### src/rtl/mult_seq_pkg.sv
// Shared definitions for the sequential 8x8 multiplier controller: default sizes,
// FSM state encoding and the digit-index width helper.
package mult_seq_pkg;

  localparam int DW_DEF = 4;
  localparam int ND_DEF = 2;
  localparam int OW_DEF = DW_DEF * ND_DEF;
  localparam int RW_DEF = 2 * OW_DEF;

  typedef enum logic [1:0] {
    IDLE = 2'd0,
    CALC = 2'd1,
    DONE = 2'd2
  } state_t;

  // Width of a digit index; a single-digit operand still needs one bit.
  function automatic int idx_w(input int nd);
    return (nd > 1) ? $clog2(nd) : 1;
  endfunction

endpackage

### src/rtl/mult_seq_ctrl_if.sv
// Operand/result handshake bundle between a requester (master) and the
// multiplier sequencer (slave).
interface mult_seq_ctrl_if #(
  parameter int OW = 8,
  parameter int RW = 16
);
  logic          start_valid;
  logic          start_ready;
  logic [OW-1:0] op_a;
  logic [OW-1:0] op_b;
  logic          res_valid;
  logic          res_ready;
  logic [RW-1:0] result;

  modport master (
    output start_valid, op_a, op_b, res_ready,
    input  start_ready, res_valid, result
  );

  modport slave (
    input  start_valid, op_a, op_b, res_ready,
    output start_ready, res_valid, result
  );
endinterface

### src/rtl/mult_seq_acc.sv
// Shift-accumulate register: clears on accept, then adds each partial product
// shifted to its digit position.
module mult_seq_acc
  import mult_seq_pkg::*;
#(
  parameter int DW = DW_DEF,
  parameter int ND = ND_DEF
) (
  input  logic                    clk,
  input  logic                    rst,
  input  logic                    clr,
  input  logic                    add,
  input  logic [2*DW-1:0]         p,
  input  logic [idx_w(ND):0]      pos,
  output logic [2*DW*ND-1:0]      acc
);
  localparam int RW = 2 * DW * ND;

  // NOTE: state registers use non-blocking assignments so every flop samples
  // the pre-edge value of every other flop, regardless of process order.
  always_ff @(posedge clk or posedge rst) begin
    if (rst) begin
      acc <= '0;
    end else if (clr) begin
      acc <= '0;
    end else if (add) begin
      acc <= acc + (RW'(p) << (DW * pos));
    end
  end
endmodule

### src/rtl/mult_seq_ctrl.sv
// Sequencer for an 8x8 unsigned multiply on a shared external DWxDW multiplier.
// Optional MULT_SEQ_ZERO_SKIP_EN: a zero operand bypasses CALC straight to DONE.
module mult_seq_ctrl
  import mult_seq_pkg::*;
#(
  parameter int DW = DW_DEF,
  parameter int ND = ND_DEF
) (
  input  logic            clk,
  input  logic            rst,
  mult_seq_ctrl_if.slave  bus,
  output logic            busy,
  output logic [DW-1:0]   mul_a,
  output logic [DW-1:0]   mul_b,
  input  logic [2*DW-1:0] mul_p
);
  localparam int OW = DW * ND;
  localparam int RW = 2 * OW;
  localparam int IW = idx_w(ND);

  state_t        state, state_nxt;
  logic [IW-1:0] i_q, j_q;
  logic [OW-1:0] a_q, b_q;
  logic [RW-1:0] acc;
  logic [IW:0]   pos;
  logic          accept, last, zero_op, acc_clr, acc_add;

`ifdef MULT_SEQ_ZERO_SKIP_EN
  assign zero_op = (bus.op_a == '0) || (bus.op_b == '0);
`else
  assign zero_op = 1'b0;
`endif

  assign accept = (state == IDLE) && bus.start_valid;
  assign last   = (i_q == IW'(ND - 1)) && (j_q == IW'(ND - 1));
  assign pos    = {1'b0, i_q} + {1'b0, j_q};

  always_ff @(posedge clk or posedge rst) begin
    if (rst) begin
      state <= IDLE;
      i_q   <= '0;
      j_q   <= '0;
      a_q   <= '0;
      b_q   <= '0;
    end else begin
      state <= state_nxt;
      if (accept) begin
        a_q <= bus.op_a;
        b_q <= bus.op_b;
        i_q <= '0;
        j_q <= '0;
      end else if (state == CALC) begin
        // j is the inner index; both wrap to 0 after the final digit pair.
        if (j_q == IW'(ND - 1)) begin
          j_q <= '0;
          i_q <= last ? '0 : i_q + 1'b1;
        end else begin
          j_q <= j_q + 1'b1;
        end
      end
    end
  end

  // NOTE: every output of this block gets a default first, so no path
  // through the case statement can leave a signal unassigned (no latches).
  always_comb begin
    state_nxt       = state;
    bus.start_ready = 1'b0;
    bus.res_valid   = 1'b0;
    mul_a           = '0;
    mul_b           = '0;
    acc_clr         = 1'b0;
    acc_add         = 1'b0;
    unique case (state)
      IDLE: begin
        bus.start_ready = 1'b1;
        if (bus.start_valid) begin
          acc_clr   = 1'b1;
          state_nxt = zero_op ? DONE : CALC;
        end
      end
      CALC: begin
        mul_a   = a_q[DW*i_q +: DW];
        mul_b   = b_q[DW*j_q +: DW];
        acc_add = 1'b1;
        if (last) state_nxt = DONE;
      end
      DONE: begin
        bus.res_valid = 1'b1;
        if (bus.res_ready) state_nxt = IDLE;
      end
      default: state_nxt = IDLE;
    endcase
  end

  assign bus.result = (state == DONE) ? acc : '0;
  assign busy       = (state != IDLE);

  mult_seq_acc #(.DW(DW), .ND(ND)) u_acc (
    .clk (clk),
    .rst (rst),
    .clr (acc_clr),
    .add (acc_add),
    .p   (mul_p),
    .pos (pos),
    .acc (acc)
  );
endmodule

### src/flat_wrapper.sv
// flat-port wrapper written by rule: the top's interface ports become plain ports
module mult_seq_ctrl_flat import mult_seq_pkg::*;
#(
  parameter int DW = DW_DEF,
  parameter int ND = ND_DEF
)
  (clk, rst, busy, mul_a, mul_b, mul_p, bus_start_valid, bus_op_a, bus_op_b, bus_res_ready, bus_start_ready, bus_res_valid, bus_result);
  mult_seq_ctrl_if #(.OW(8), .RW(16)) bus_i ();
  input  logic clk;
  input  logic rst;
  output logic busy;
  output logic [DW-1:0] mul_a;
  output logic [DW-1:0] mul_b;
  input  logic [2*DW-1:0] mul_p;
  input wire logic [$bits(bus_i.start_valid)-1:0] bus_start_valid;
  input wire logic [$bits(bus_i.op_a)-1:0] bus_op_a;
  input wire logic [$bits(bus_i.op_b)-1:0] bus_op_b;
  input wire logic [$bits(bus_i.res_ready)-1:0] bus_res_ready;
  output wire logic [$bits(bus_i.start_ready)-1:0] bus_start_ready;
  output wire logic [$bits(bus_i.res_valid)-1:0] bus_res_valid;
  output wire logic [$bits(bus_i.result)-1:0] bus_result;
  assign bus_i.start_valid = bus_start_valid;
  assign bus_i.op_a = bus_op_a;
  assign bus_i.op_b = bus_op_b;
  assign bus_i.res_ready = bus_res_ready;
  assign bus_start_ready = bus_i.start_ready;
  assign bus_res_valid = bus_i.res_valid;
  assign bus_result = bus_i.result;
  mult_seq_ctrl #(.DW(DW), .ND(ND)) u_core (.clk(clk), .rst(rst), .bus(bus_i), .busy(busy), .mul_a(mul_a), .mul_b(mul_b), .mul_p(mul_p));
endmodule
### config.mk
export PLATFORM = sky130hd
export DESIGN_NAME = mult_seq_ctrl_flat
export DESIGN_NICKNAME = d
export VERILOG_FILES = /design/src/rtl/mult_seq_pkg.sv /design/src/rtl/mult_seq_ctrl_if.sv /design/src/rtl/mult_seq_acc.sv /design/src/rtl/mult_seq_ctrl.sv /design/src/flat_wrapper.sv
export SDC_FILE = /design/constraint.sdc
export NUM_CORES = 1
export LEC_CHECK = 0
export ABC_AREA = 0
export CORE_MARGIN = 3
export CORE_UTILIZATION = 40
export CTS_CLUSTER_DIAMETER = 150
export DETAILED_ROUTE_END_ITERATION = 10
export PLACE_DENSITY = 0.76
export SETUP_SLACK_MARGIN = 0.05
export SYNTH_ARGS = -nofsm -noshare
export SYNTH_HDL_FRONTEND = slang
export SYNTH_SLANG_ARGS = --single-unit
### constraint.sdc
create_clock -name clk -period 7.95 [get_ports clk]
set_clock_uncertainty 0.1 [all_clocks]
set_input_delay 1.59 -clock clk [delete_from_list [all_inputs] [get_ports clk]]
set_output_delay 1.59 -clock clk [all_outputs]
set_load 0.02 [all_outputs]
==> impl_metrics.json <==
{
  "status": "completed",
  "finalMaxSlewViolations": 0,
  "syn_inst": 296,
  "fmax_ghz": 0.236,
  "clk_path_buf_depth": 2,
  "grt_pass1_vias": 2176,
  "holdPathStages": 1,
  "p_leak_nw": 1.45,
  "peakVddDrop_mv": 0.258,
  "antenna_cells": 0,
  "synth-edff-count": 0,
  "via_per_inst": 5.22,
  "dr.pass1.iters": 4,
  "cts_sinks": 36,
  "drtAntennaViolNets": 0,
  "grt_max_degree": 37,
  "syn_nets": 341,
  "worstPathRequired_ps": 8020,
  "synth_top_family_by_area": "simple AND/OR/NAND/NOR gates",
  "synth_simple_gate_area_frac": 0.260,
  "min_period_ps": 4230,
  "yosysWarnings": 0,
  "dieArea_mm2": 0.00706,
  "ys_ff_latch": 36,
  "drc": 0,
  "finalWirelength_mm": 5.92,
  "row_count": 27,
  "whs_ps": 377,
  "cts_tree": "yes",
  "placed_area_mm2": 0.00303,
  "syn_to_final_growth_pct": 28.4,
  "synth_area_leaders": "dfrtp_1 37%, nand2_1 10%, ha_1 8.2%",
  "relSlewSlack": 0.281,
  "yosysTopAreaCell": "dfrtp_1",
  "finalInstanceArea_mm2": 0.00313,
  "grt_pass1_wl_mm": 10.1,
  "nNetsFinal": 390,
  "hpwl_mm": 4.32,
  "dr.first_iter.drc_count": 170,
  "numCtsBuffers": 5,
  "postCtsSetupBuffers": 0,
  "grtUsageTotal": 0.176,
  "port_buffers": 54,
  "layout-drive-gt1-share": 0.0376,
  "cts_root_buffer": "clkbuf_8",
  "wire_per_inst_um": 14.2,
  "cts_resized": 0,
  "cp.arrival_ps": 4300,
  "synthMuxAreaShare": 0.0580,
  "gp_congestion": 0.842,
  "max_slew.worst_pin.slew_ps": 1080,
  "vias": 2181,
  "min-delay-path-class": "flip-flop to flip-flop",
  "initial_core_util": 0.427,
  "critPathLaunchType": "primary input",
  "synth_compound_area_frac": 0.150,
  "cap_violations": 0,
  "async_flop_share": 1.00,
  "cts-hold-fix-buffers": 0,
  "io-pin-count": 55,
  "reg2reg_depth": 13,
  "finalSetupTns_ps": 0,
  "synthXorXnorAreaFrac": 0.0395,
  "clock_latency_ps": 290,
  "synth_top_area_frac": 0.370,
  "die_x_um": 84.0,
  "yosys.area_share.adder": 0.0904,
  "synth_flop_cell": "dfrtp_1",
  "setup_violations": 0,
  "chipHeight_um": 84.0,
  "yosysSeqAreaShare": 0.370,
  "cp_max_fo": 4,
  "period_share": 0.533,
  "synth.distinct_cells": 36,
  "coreArea_mm2": 0.00571,
  "syn_area_mm2": 0.00244,
  "clkTransAtPathRegs_ps": 80,
  "endpoint_kind": "flip-flop",
  "nFillCells": 535,
  "rsz0062_at_grt": "false",
  "grt_remaining_overflow": 0,
  "path_class": "primary input to flip-flop",
  "antenna_found_initial": 0,
  "p_per_area_mw_per_mm2": 418,
  "timing_hold_violations_final": 0,
  "h-tree-depth": 2,
  "avgSynthCellArea_um2": 8.23
}
per-stage QoR:
| step | cells | worst slack [ps] | power (W) | util |
|---|---|---|---|---|
| 6_report | 418 | 3720 | 0.00131 | 0.548 |
| 5_1_grt | 418 | 3480 | 0.00143 | 0.548 |
| 4_1_cts | 418 | 3740 | 0.00131 | 0.548 |
| 3_5_place_dp | 410 | 3490 | 0.00116 | 0.531 |
| 3_3_place_gp | 410 | 3550 | 0.00115 | 0.531 |
| 2_1_floorplan | 296 | 4210 | 0.000942 | - |
logic make-up (layout without fill, tap and decap cells):
family / count (synthesis) / in the layout
muxes: 14 / 14
and+or+nand+nor: 139 / 139
DFF: 36 / 36
xor gates and xnor gates: 11 / 11
AOI/OAI and AO/OA: 58 / 58
buffers and inverters: 21 / 71
adders and majority gates: 17 / 17
Yosys cell counts (3+ instances only):
library cell,n
ha_1,16
a211oi_1,3
inv_1,7
nand2b_1,4
and2_1,20
xor2_1,6
o21ai_0,20
nor2b_1,10
a22o_1,4
nor2_1,19
nand2_1,67
a21oi_1,14
nand3_1,17
clkbuf_1,12
mux2i_1,13
dfrtp_1,36
xnor2_1,5
worst max-delay path, stage by stage:
cell,delay [ps]
clkdlybuf4s50_1,500
and2_1,180
ha_1,210
inv_1,60
fa_1,390
nor2b_1,210
o31a_1,200
o31a_1,210
nor2b_1,90
o21ai_0,160
a211oi_1,100
o41ai_1,390
metal layers:
layer  track usage  part of all wire  vias up
met5             0                 0        -
met4        0.0424            0.0057        0
met3        0.0494             0.075        4
met2         0.283              0.45       64
met1         0.232              0.47     1004
li1              -                 -     1109
sequential cells by signal, indices dropped and copies added (netlist names):
register,count
u_core.a_q,8
u_core.b_q,8
u_core.i_q,1
u_core.j_q,1
u_core.state,2
u_core.u_acc.acc,16
cell usage in the layout (no fill, tap or decap), types with 5 or more instances in the layout:
cell type / count
nor2_1: 19
clkdlybuf4s50_1: 54
inv_1: 7
xnor2_1: 5
mux2i_1: 13
and2_1: 20
clkbuf_8: 6
nand2_1: 67
dfrtp_1: 36
a21oi_1: 14
xor2_1: 6
o21ai_0: 20
nand3_1: 17
ha_1: 16
nor2b_1: 10
area by class of cell:
| class | instances | area, um2 | share of cell area |
|---|---|---|---|
| inverter | 7 | 26.3 | 0.00840 |
| multi-input combinational | 239 | 1460 | 0.466 |
| tap | 72 | 90.1 | 0.0288 |
| clock buffer | 6 | 82.6 | 0.0264 |
| timing repair buffer | 56 | 556 | 0.178 |
| clock inverter | 2 | 15.0 | 0.00480 |
| sequential | 36 | 901 | 0.288 |
report_power, final:
part	total [W]	leakage [nW]	switching [W]	internal, W
Sequential	0.000339	0.450	0.0000661	0.000273
Combinational	0.000827	0.960	0.000470	0.000356
Clock	0.000141	0.0434	0.0000704	0.0000702
worst paths after layout:
| check | start | endpoint | slack [ps] |
|---|---|---|---|
| worst max-delay path | mul_p[0] | u_core.u_acc.acc[12] | 3720 |
| worst min register to register | u_core.u_acc.acc[15] | u_core.u_acc.acc[15] | 380 |
| worst max register to register | u_core.j_q | u_core.u_acc.acc[12] | 4270 |
| min in group asynchronous | rst | u_core.a_q[6] | 1600 |
| worst min-delay path | u_core.u_acc.acc[15] | u_core.u_acc.acc[15] | 380 |
| max in group asynchronous | rst | u_core.u_acc.acc[0] | 5820 |
Note: power is estimated with default switching activity, not from simulation.
